File: config.mk
export PLATFORM = sky130hd
export DESIGN_NAME = wb_stage_flat
export DESIGN_NICKNAME = d
export VERILOG_FILES = /design/src/rtl/wb_stage_if.sv /design/src/rtl/wb_stage.sv /design/src/flat_wrapper.sv
export SDC_FILE = /design/constraint.sdc
export NUM_CORES = 1
export LEC_CHECK = 0
export ABC_CLOCK_PERIOD_IN_PS = 2600
export CAP_MARGIN = 40
export CORE_UTILIZATION = 46
export DETAILED_ROUTE_END_ITERATION = 10
export HOLD_SLACK_MARGIN = 0.08
export PLACE_DENSITY_LB_ADDON = 0.2
export SLEW_MARGIN = 10
export SYNTH_ARGS = -nofsm -noshare
export SYNTH_HDL_FRONTEND = slang
export SYNTH_SLANG_ARGS = --single-unit
File: constraint.sdc
create_clock -name clk -period 2.6 [get_ports clk]
set_input_delay 0.26 -clock clk [delete_from_list [all_inputs] [get_ports clk]]
set_output_delay 0.26 -clock clk [all_outputs]
set_load 0.01 [all_outputs]
File: src/rtl/wb_stage_if.sv
// MEM/WB boundary bundle: MEM-side inputs, data-memory read word and register-file write outputs.
// master = pipeline / MEM side, slave = wb_stage.
interface wb_stage_if #(
    parameter int XLEN = 32
);
    // en/clear: en=0 freezes the stage; clear=1 with en=1 loads a bubble.
    // There is no per-transfer valid/ready pair; valid_m marks a real instruction.
    logic            en;
    logic            clear;
    logic            valid_m;
    logic            reg_write_m;
    logic            mem_to_reg_m;
    logic [2:0]      load_type_m;
    logic [4:0]      rd_m;
    logic [XLEN-1:0] result_m;
    logic [XLEN-1:0] dmem_rdata;

    logic            reg_write_w;
    logic [4:0]      rd_w;
    logic [XLEN-1:0] wd_w;
    logic            valid_w;

    modport master (
        output en, clear, valid_m, reg_write_m, mem_to_reg_m, load_type_m,
               rd_m, result_m, dmem_rdata,
        input  reg_write_w, rd_w, wd_w, valid_w
    );

    modport slave (
        input  en, clear, valid_m, reg_write_m, mem_to_reg_m, load_type_m,
               rd_m, result_m, dmem_rdata,
        output reg_write_w, rd_w, wd_w, valid_w
    );
endinterface

File: src/rtl/wb_stage.sv
// MEM/WB pipeline register with stall-safe load-data capture and load alignment/extension.
// Optional retire counter enabled by defining WB_RETIRE_CNT_EN.
module wb_stage #(
    parameter int XLEN      = 32,
    parameter int RET_CNT_W = 64
) (
    input  logic                 clk,
    input  logic                 rst,
    wb_stage_if.slave            wb
`ifdef WB_RETIRE_CNT_EN
    ,
    output logic [RET_CNT_W-1:0] retire_cnt
`endif
);

    localparam logic [2:0] LT_LB  = 3'b000;
    localparam logic [2:0] LT_LH  = 3'b001;
    localparam logic [2:0] LT_LBU = 3'b100;
    localparam logic [2:0] LT_LHU = 3'b101;

    logic            valid_q, valid_d;
    logic            reg_write_q, reg_write_d;
    logic            mem_to_reg_q, mem_to_reg_d;
    logic [2:0]      load_type_q, load_type_d;
    logic [4:0]      rd_q, rd_d;
    logic [XLEN-1:0] result_q, result_d;

    logic [XLEN-1:0] hold_data_q, hold_data_d;
    logic            hold_vld_q, hold_vld_d;

    logic [XLEN-1:0] raw_word;
    logic [7:0]      ld_byte;
    logic [15:0]     ld_half;
    logic [XLEN-1:0] load_ext;

    // Stage register next state: flush wins over load, stall holds everything.
    always_comb begin
        valid_d      = valid_q;
        reg_write_d  = reg_write_q;
        mem_to_reg_d = mem_to_reg_q;
        load_type_d  = load_type_q;
        rd_d         = rd_q;
        result_d     = result_q;
        if (wb.en) begin
            if (wb.clear) begin
                valid_d      = 1'b0;
                reg_write_d  = 1'b0;
                mem_to_reg_d = 1'b0;
                load_type_d  = '0;
                rd_d         = '0;
                result_d     = '0;
            end else begin
                valid_d      = wb.valid_m;
                reg_write_d  = wb.reg_write_m;
                mem_to_reg_d = wb.mem_to_reg_m;
                load_type_d  = wb.load_type_m;
                rd_d         = wb.rd_m;
                result_d     = wb.result_m;
            end
        end
    end

    // The memory word is captured on the first frozen edge so wd_w cannot drift mid-stall.
    always_comb begin
        hold_data_d = hold_data_q;
        hold_vld_d  = hold_vld_q;
        if (wb.en) begin
            hold_vld_d = 1'b0;
        end else if (!hold_vld_q) begin
            hold_data_d = wb.dmem_rdata;
            hold_vld_d  = 1'b1;
        end
    end

    always_ff @(posedge clk) begin
        if (rst) begin
            valid_q      <= 1'b0;
            reg_write_q  <= 1'b0;
            mem_to_reg_q <= 1'b0;
            load_type_q  <= '0;
            rd_q         <= '0;
            result_q     <= '0;
            hold_data_q  <= '0;
            hold_vld_q   <= 1'b0;
        end else begin
            valid_q      <= valid_d;
            reg_write_q  <= reg_write_d;
            mem_to_reg_q <= mem_to_reg_d;
            load_type_q  <= load_type_d;
            rd_q         <= rd_d;
            result_q     <= result_d;
            hold_data_q  <= hold_data_d;
            hold_vld_q   <= hold_vld_d;
        end
    end

    assign raw_word = hold_vld_q ? hold_data_q : wb.dmem_rdata;

    // Little-endian lane select; halfword ignores address bit 0.
    always_comb begin
        ld_byte = raw_word[7:0];
        case (result_q[1:0])
            2'd0:    ld_byte = raw_word[7:0];
            2'd1:    ld_byte = raw_word[15:8];
            2'd2:    ld_byte = raw_word[23:16];
            default: ld_byte = raw_word[31:24];
        endcase
        ld_half = result_q[1] ? raw_word[31:16] : raw_word[15:0];
    end

    always_comb begin
        load_ext = raw_word;
        case (load_type_q)
            LT_LB:   load_ext = {{(XLEN-8){ld_byte[7]}}, ld_byte};
            LT_LBU:  load_ext = {{(XLEN-8){1'b0}}, ld_byte};
            LT_LH:   load_ext = {{(XLEN-16){ld_half[15]}}, ld_half};
            LT_LHU:  load_ext = {{(XLEN-16){1'b0}}, ld_half};
            default: load_ext = raw_word;
        endcase
    end

    assign wb.wd_w        = mem_to_reg_q ? load_ext : result_q;
    assign wb.reg_write_w = valid_q & reg_write_q & (rd_q != 5'd0);
    assign wb.rd_w        = rd_q;
    assign wb.valid_w     = valid_q;

`ifdef WB_RETIRE_CNT_EN
    logic [RET_CNT_W-1:0] retire_cnt_q, retire_cnt_d;

    // One count per instruction actually leaving WB; a frozen WB does not retire.
    always_comb begin
        retire_cnt_d = retire_cnt_q;
        if (valid_q && wb.en) begin
            retire_cnt_d = retire_cnt_q + RET_CNT_W'(1);
        end
    end

    always_ff @(posedge clk) begin
        if (rst) begin
            retire_cnt_q <= '0;
        end else begin
            retire_cnt_q <= retire_cnt_d;
        end
    end

    assign retire_cnt = retire_cnt_q;
`else
    logic unused_ret_cfg;
    assign unused_ret_cfg = (RET_CNT_W == 0);
`endif

endmodule

File: src/flat_wrapper.sv
// flat-port wrapper written by rule: the top's interface ports become plain ports
module wb_stage_flat 
#(
    parameter int XLEN      = 32,
    parameter int RET_CNT_W = 64
)
  (clk, rst, wb_en, wb_clear, wb_valid_m, wb_reg_write_m, wb_mem_to_reg_m, wb_load_type_m, wb_rd_m, wb_result_m, wb_dmem_rdata, wb_reg_write_w, wb_rd_w, wb_wd_w, wb_valid_w);
  wb_stage_if #(.XLEN(XLEN)) wb_i ();
  input  logic clk;
  input  logic rst;
  input wire logic [$bits(wb_i.en)-1:0] wb_en;
  input wire logic [$bits(wb_i.clear)-1:0] wb_clear;
  input wire logic [$bits(wb_i.valid_m)-1:0] wb_valid_m;
  input wire logic [$bits(wb_i.reg_write_m)-1:0] wb_reg_write_m;
  input wire logic [$bits(wb_i.mem_to_reg_m)-1:0] wb_mem_to_reg_m;
  input wire logic [$bits(wb_i.load_type_m)-1:0] wb_load_type_m;
  input wire logic [$bits(wb_i.rd_m)-1:0] wb_rd_m;
  input wire logic [$bits(wb_i.result_m)-1:0] wb_result_m;
  input wire logic [$bits(wb_i.dmem_rdata)-1:0] wb_dmem_rdata;
  output wire logic [$bits(wb_i.reg_write_w)-1:0] wb_reg_write_w;
  output wire logic [$bits(wb_i.rd_w)-1:0] wb_rd_w;
  output wire logic [$bits(wb_i.wd_w)-1:0] wb_wd_w;
  output wire logic [$bits(wb_i.valid_w)-1:0] wb_valid_w;
  assign wb_i.en = wb_en;
  assign wb_i.clear = wb_clear;
  assign wb_i.valid_m = wb_valid_m;
  assign wb_i.reg_write_m = wb_reg_write_m;
  assign wb_i.mem_to_reg_m = wb_mem_to_reg_m;
  assign wb_i.load_type_m = wb_load_type_m;
  assign wb_i.rd_m = wb_rd_m;
  assign wb_i.result_m = wb_result_m;
  assign wb_i.dmem_rdata = wb_dmem_rdata;
  assign wb_reg_write_w = wb_i.reg_write_w;
  assign wb_rd_w = wb_i.rd_w;
  assign wb_wd_w = wb_i.wd_w;
  assign wb_valid_w = wb_i.valid_w;
  wb_stage #(.XLEN(XLEN), .RET_CNT_W(RET_CNT_W)) u_core (.clk(clk), .rst(rst), .wb(wb_i));
endmodule
==> flow_metrics.py <==
metrics = {
    "clock_network": {
        "hold_buffers": 0,
        "cts_tree": "yes",
        "cts_sinks": 76,
        "clk_pin_slew_ps": 80,
        "clkLatencyLatePin_ps": 350,
        "cts_buffer_depth": 2,
        "htreeDepth": 3,
        "cts_root_buf": "clkbuf_8",
        "numCtsBuffers": 9,
    },
    "setup_path": {
        "reg2reg_to": "u_core.hold_data_q[26]",
        "worstPathRequired_ps": 2340,
        "reg2reg_slack_ps": 840,
        "cp_slowest_cell": "mux4_2",
        "critPathBufInv": 4,
        "critPathMaxStageDelay_ps": 520,
        "path_class": "flop to output port",
        "crit_path_end_kind": "output port",
        "arrival_ps": 2520,
        "crit_fanout": 5,
        "reg2reg_depth": 7,
        "rr_startpoint": "u_core.hold_vld_q",
        "cp_cell_sequence": "buf_6, mux2_4, mux4_2, a311oi_4, buf_6, buf_6, a21oi_2, buf_2",
        "cp.depth": 8,
        "crit_start": "u_core.hold_vld_q",
        "cp_top_family": "multiplexers",
        "cp-start-kind": "flop",
        "cp_common_cell": "buf_6",
    },
    "final_layout": {
        "fillers": 534,
        "fin_cells": 645,
        "diodes": 0,
        "fin_area_mm2": 0.00544,
        "final_common_cell": "clkdlybuf4s50_1",
        "fin_util_pct": 73.9,
        "multi_input_area_mm2": 0.00208,
        "drive_above_1_share_pct": 29.7,
        "seqCellArea_mm2": 0.00152,
        "fin_nets": 620,
        "mostFrequentLayoutCells": "clkdlybuf4s50_1 (85), nand2_1 (78), dfxtp_1 (75)",
        "area_growth_pct": 52.8,
    },
    "global_routing": {
        "grt_pass1_wl_um": 17700,
        "grt_max_degree": 35,
        "antenna_found_initial": 0,
        "met2_usage_pct": 45.0,
        "grt_pass1_vias": 3570,
        "met1_usage_pct": 35.4,
        "track_usage_pct": 27.5,
        "busiest_layer": "met2",
        "grt_use_met3_pct": 5.50,
        "overflow": 0,
    },
    "placed_design": {
        "dp_cells": 611,
        "hpwl_um": 7940,
        "dpl_worst_slack_ps": -363,
        "place_congestion": 0.910,
        "placed_area_mm2": 0.00495,
        "portBuffers": 117,
    },
    "routing": {
        "vias": 3628,
        "ant_nets": 0,
        "vias_per_cell": 5.62,
        "wl_per_cell_um": 17.6,
        "totalWireLength_um": 11400,
        "drc": 0,
        "drt_iter0_drc": 234,
        "drt_first_pass_iters": 5,
    },
    "min_path": {
        "hold-path-endpoint": "u_core.hold_data_q[13]",
        "worstHoldStart": "u_core.hold_data_q[13]",
        "hp-class": "flop to flop",
        "whs_path_depth": 2,
    },
    "die": {
        "core_mm2": 0.00737,
        "rows": 31,
        "floorplan.io_pins": 118,
        "dieArea_mm2": 0.00810,
        "start_util_pct": 48.4,
        "die_h_um": 90.0,
        "dieWidth_um": 90.0,
    },
    "power": {
        "power_leakage_nw": 2.17,
        "p_per_area_mw_per_mm2": 543,
        "vdd_drop_max_mv": 0.397,
    },
    "sta": {
        "max_freq_ghz": 0.360,
        "finalCriticalPeriod_ps": 2780,
        "tns_ps": -2370,
        "finalSetupViolCount": 20,
        "skew_ps": 4.90,
        "tightest_slew_ps": 593,
        "hold_viol": 0,
        "setup_slack_ps": -176,
        "rsz0062_at_grt": "true",
        "post-route-period-util_pct": 107,
        "final-max-slew-violation-count": 0,
        "max_slew_margin_pct": 60.4,
    },
    "synth": {
        "yosysWarnings": 0,
        "synthesis.nets": 480,
        "ys_ff_latch": 76,
        "synth_cells": 401,
        "syn_area_mm2": 0.00356,
        "yosysSeqAreaShare_pct": 42.7,
        "synth_area_per_cell_um2": 8.89,
        "synth.distinct_cells": 33,
    },
    "outcome": {
        "status": "finished with violations",
        "violations": "setup timing",
    },
    "job": {
        "maxCapViolCount": 0,
    },
}
tightest hold or removal path: stages, from the launching register on:
cell	delay, ps
dfxtp_1	310
nand2_1	50
a21oi_1	50
sequential cells by signal, indices dropped and copies added, names as in the netlist:
register	cells
u_core.wb.valid_w	1
u_core.wb.rd_w	5
u_core.hold_vld_q	1
u_core.load_type_q	3
u_core.result_q	32
u_core.reg_write_q	1
u_core.mem_to_reg_q	1
u_core.hold_data_q	32
area by class of cell:
cell class	count	share of cell area (%)
multi-input cells	290	38.2
flip-flops and latches	76	28.0
repair buffers	161	26.8
clock buffers	10	2.53
well taps	99	2.28
clock inverters	6	2.05
inverters	3	0.207
cells by family (layout without fill, tap and decap cells):
kind of cell / after synthesis / in the layout / share of synthesized area, %
compound gates: 120 / 120 / 23.8
buf+inv: 35 / 180 / 4.14
flops: 76 / 76 / 42.7
mux: 50 / 50 / 15.9
simple gates: 120 / 120 / 13.5
stage by stage:
stage               power [mW]  hold WS, ps
finish                    2.96          458
CTS                       2.93          458
global placement          1.81          438
detailed placement        1.82          448
floorplan                 1.53          386
global route              3.06          478
metal layers:
metal / vias to the layer above / share of wire (%)
met4: 0 / 1.9
met1: 1755 / 44
li1: 1717 / -
met5: - / 0
met3: 16 / 5.9
met2: 140 / 49
cell usage after synthesis, drive strengths merged:
cell type	number	area, um^2
a22oi	5	37.5
inv	3	11.3
a31oi	2	12.5
or2	2	12.5
buf	4	31.3
nand2b	1	6.26
nand2	78	293
and2	1	6.26
o22ai	9	56.3
and4	1	8.76
mux2i	15	150
nor3b	1	7.51
o221a	1	11.3
nor2	31	116
mux4	2	45.0
or3	1	6.26
nand4	1	6.26
nand3	1	5.00
clkbuf	28	105
a311oi	1	26.3
a22o	43	377
dfxtp	76	1520
o22a	1	8.76
o21ai	3	15.0
a21oi	48	240
a41oi	1	8.76
o221ai	5	43.8
mux2	33	372
nor2b	2	12.5
o311a	1	10.0
where the power goes:
part	switching, mW	internal, mW
sequential	0.0355	1.22
combinational	0.269	0.318
clock	0.451	0.663
total	0.755	2.20
timing repair:
action	CTS	global route
endpoints found under the setup margin	32	31
buffers inserted	13	4
gates cloned	1	0
gates resized for setup	145	41
pin swaps	3	3
worst max-delay path by stage:
| stage | to | slack (ps) |
|---|---|---|
| finish | wb_wd_w[29] | -180 |
| global route | wb_wd_w[29] | -210 |
| CTS | wb_wd_w[25] | -140 |
| detailed placement | wb_wd_w[21] | -360 |
| global placement | wb_wd_w[21] | -330 |
| floorplan | wb_wd_w[20] | 370 |
Note: power is estimated with default switching activity, not from simulation.
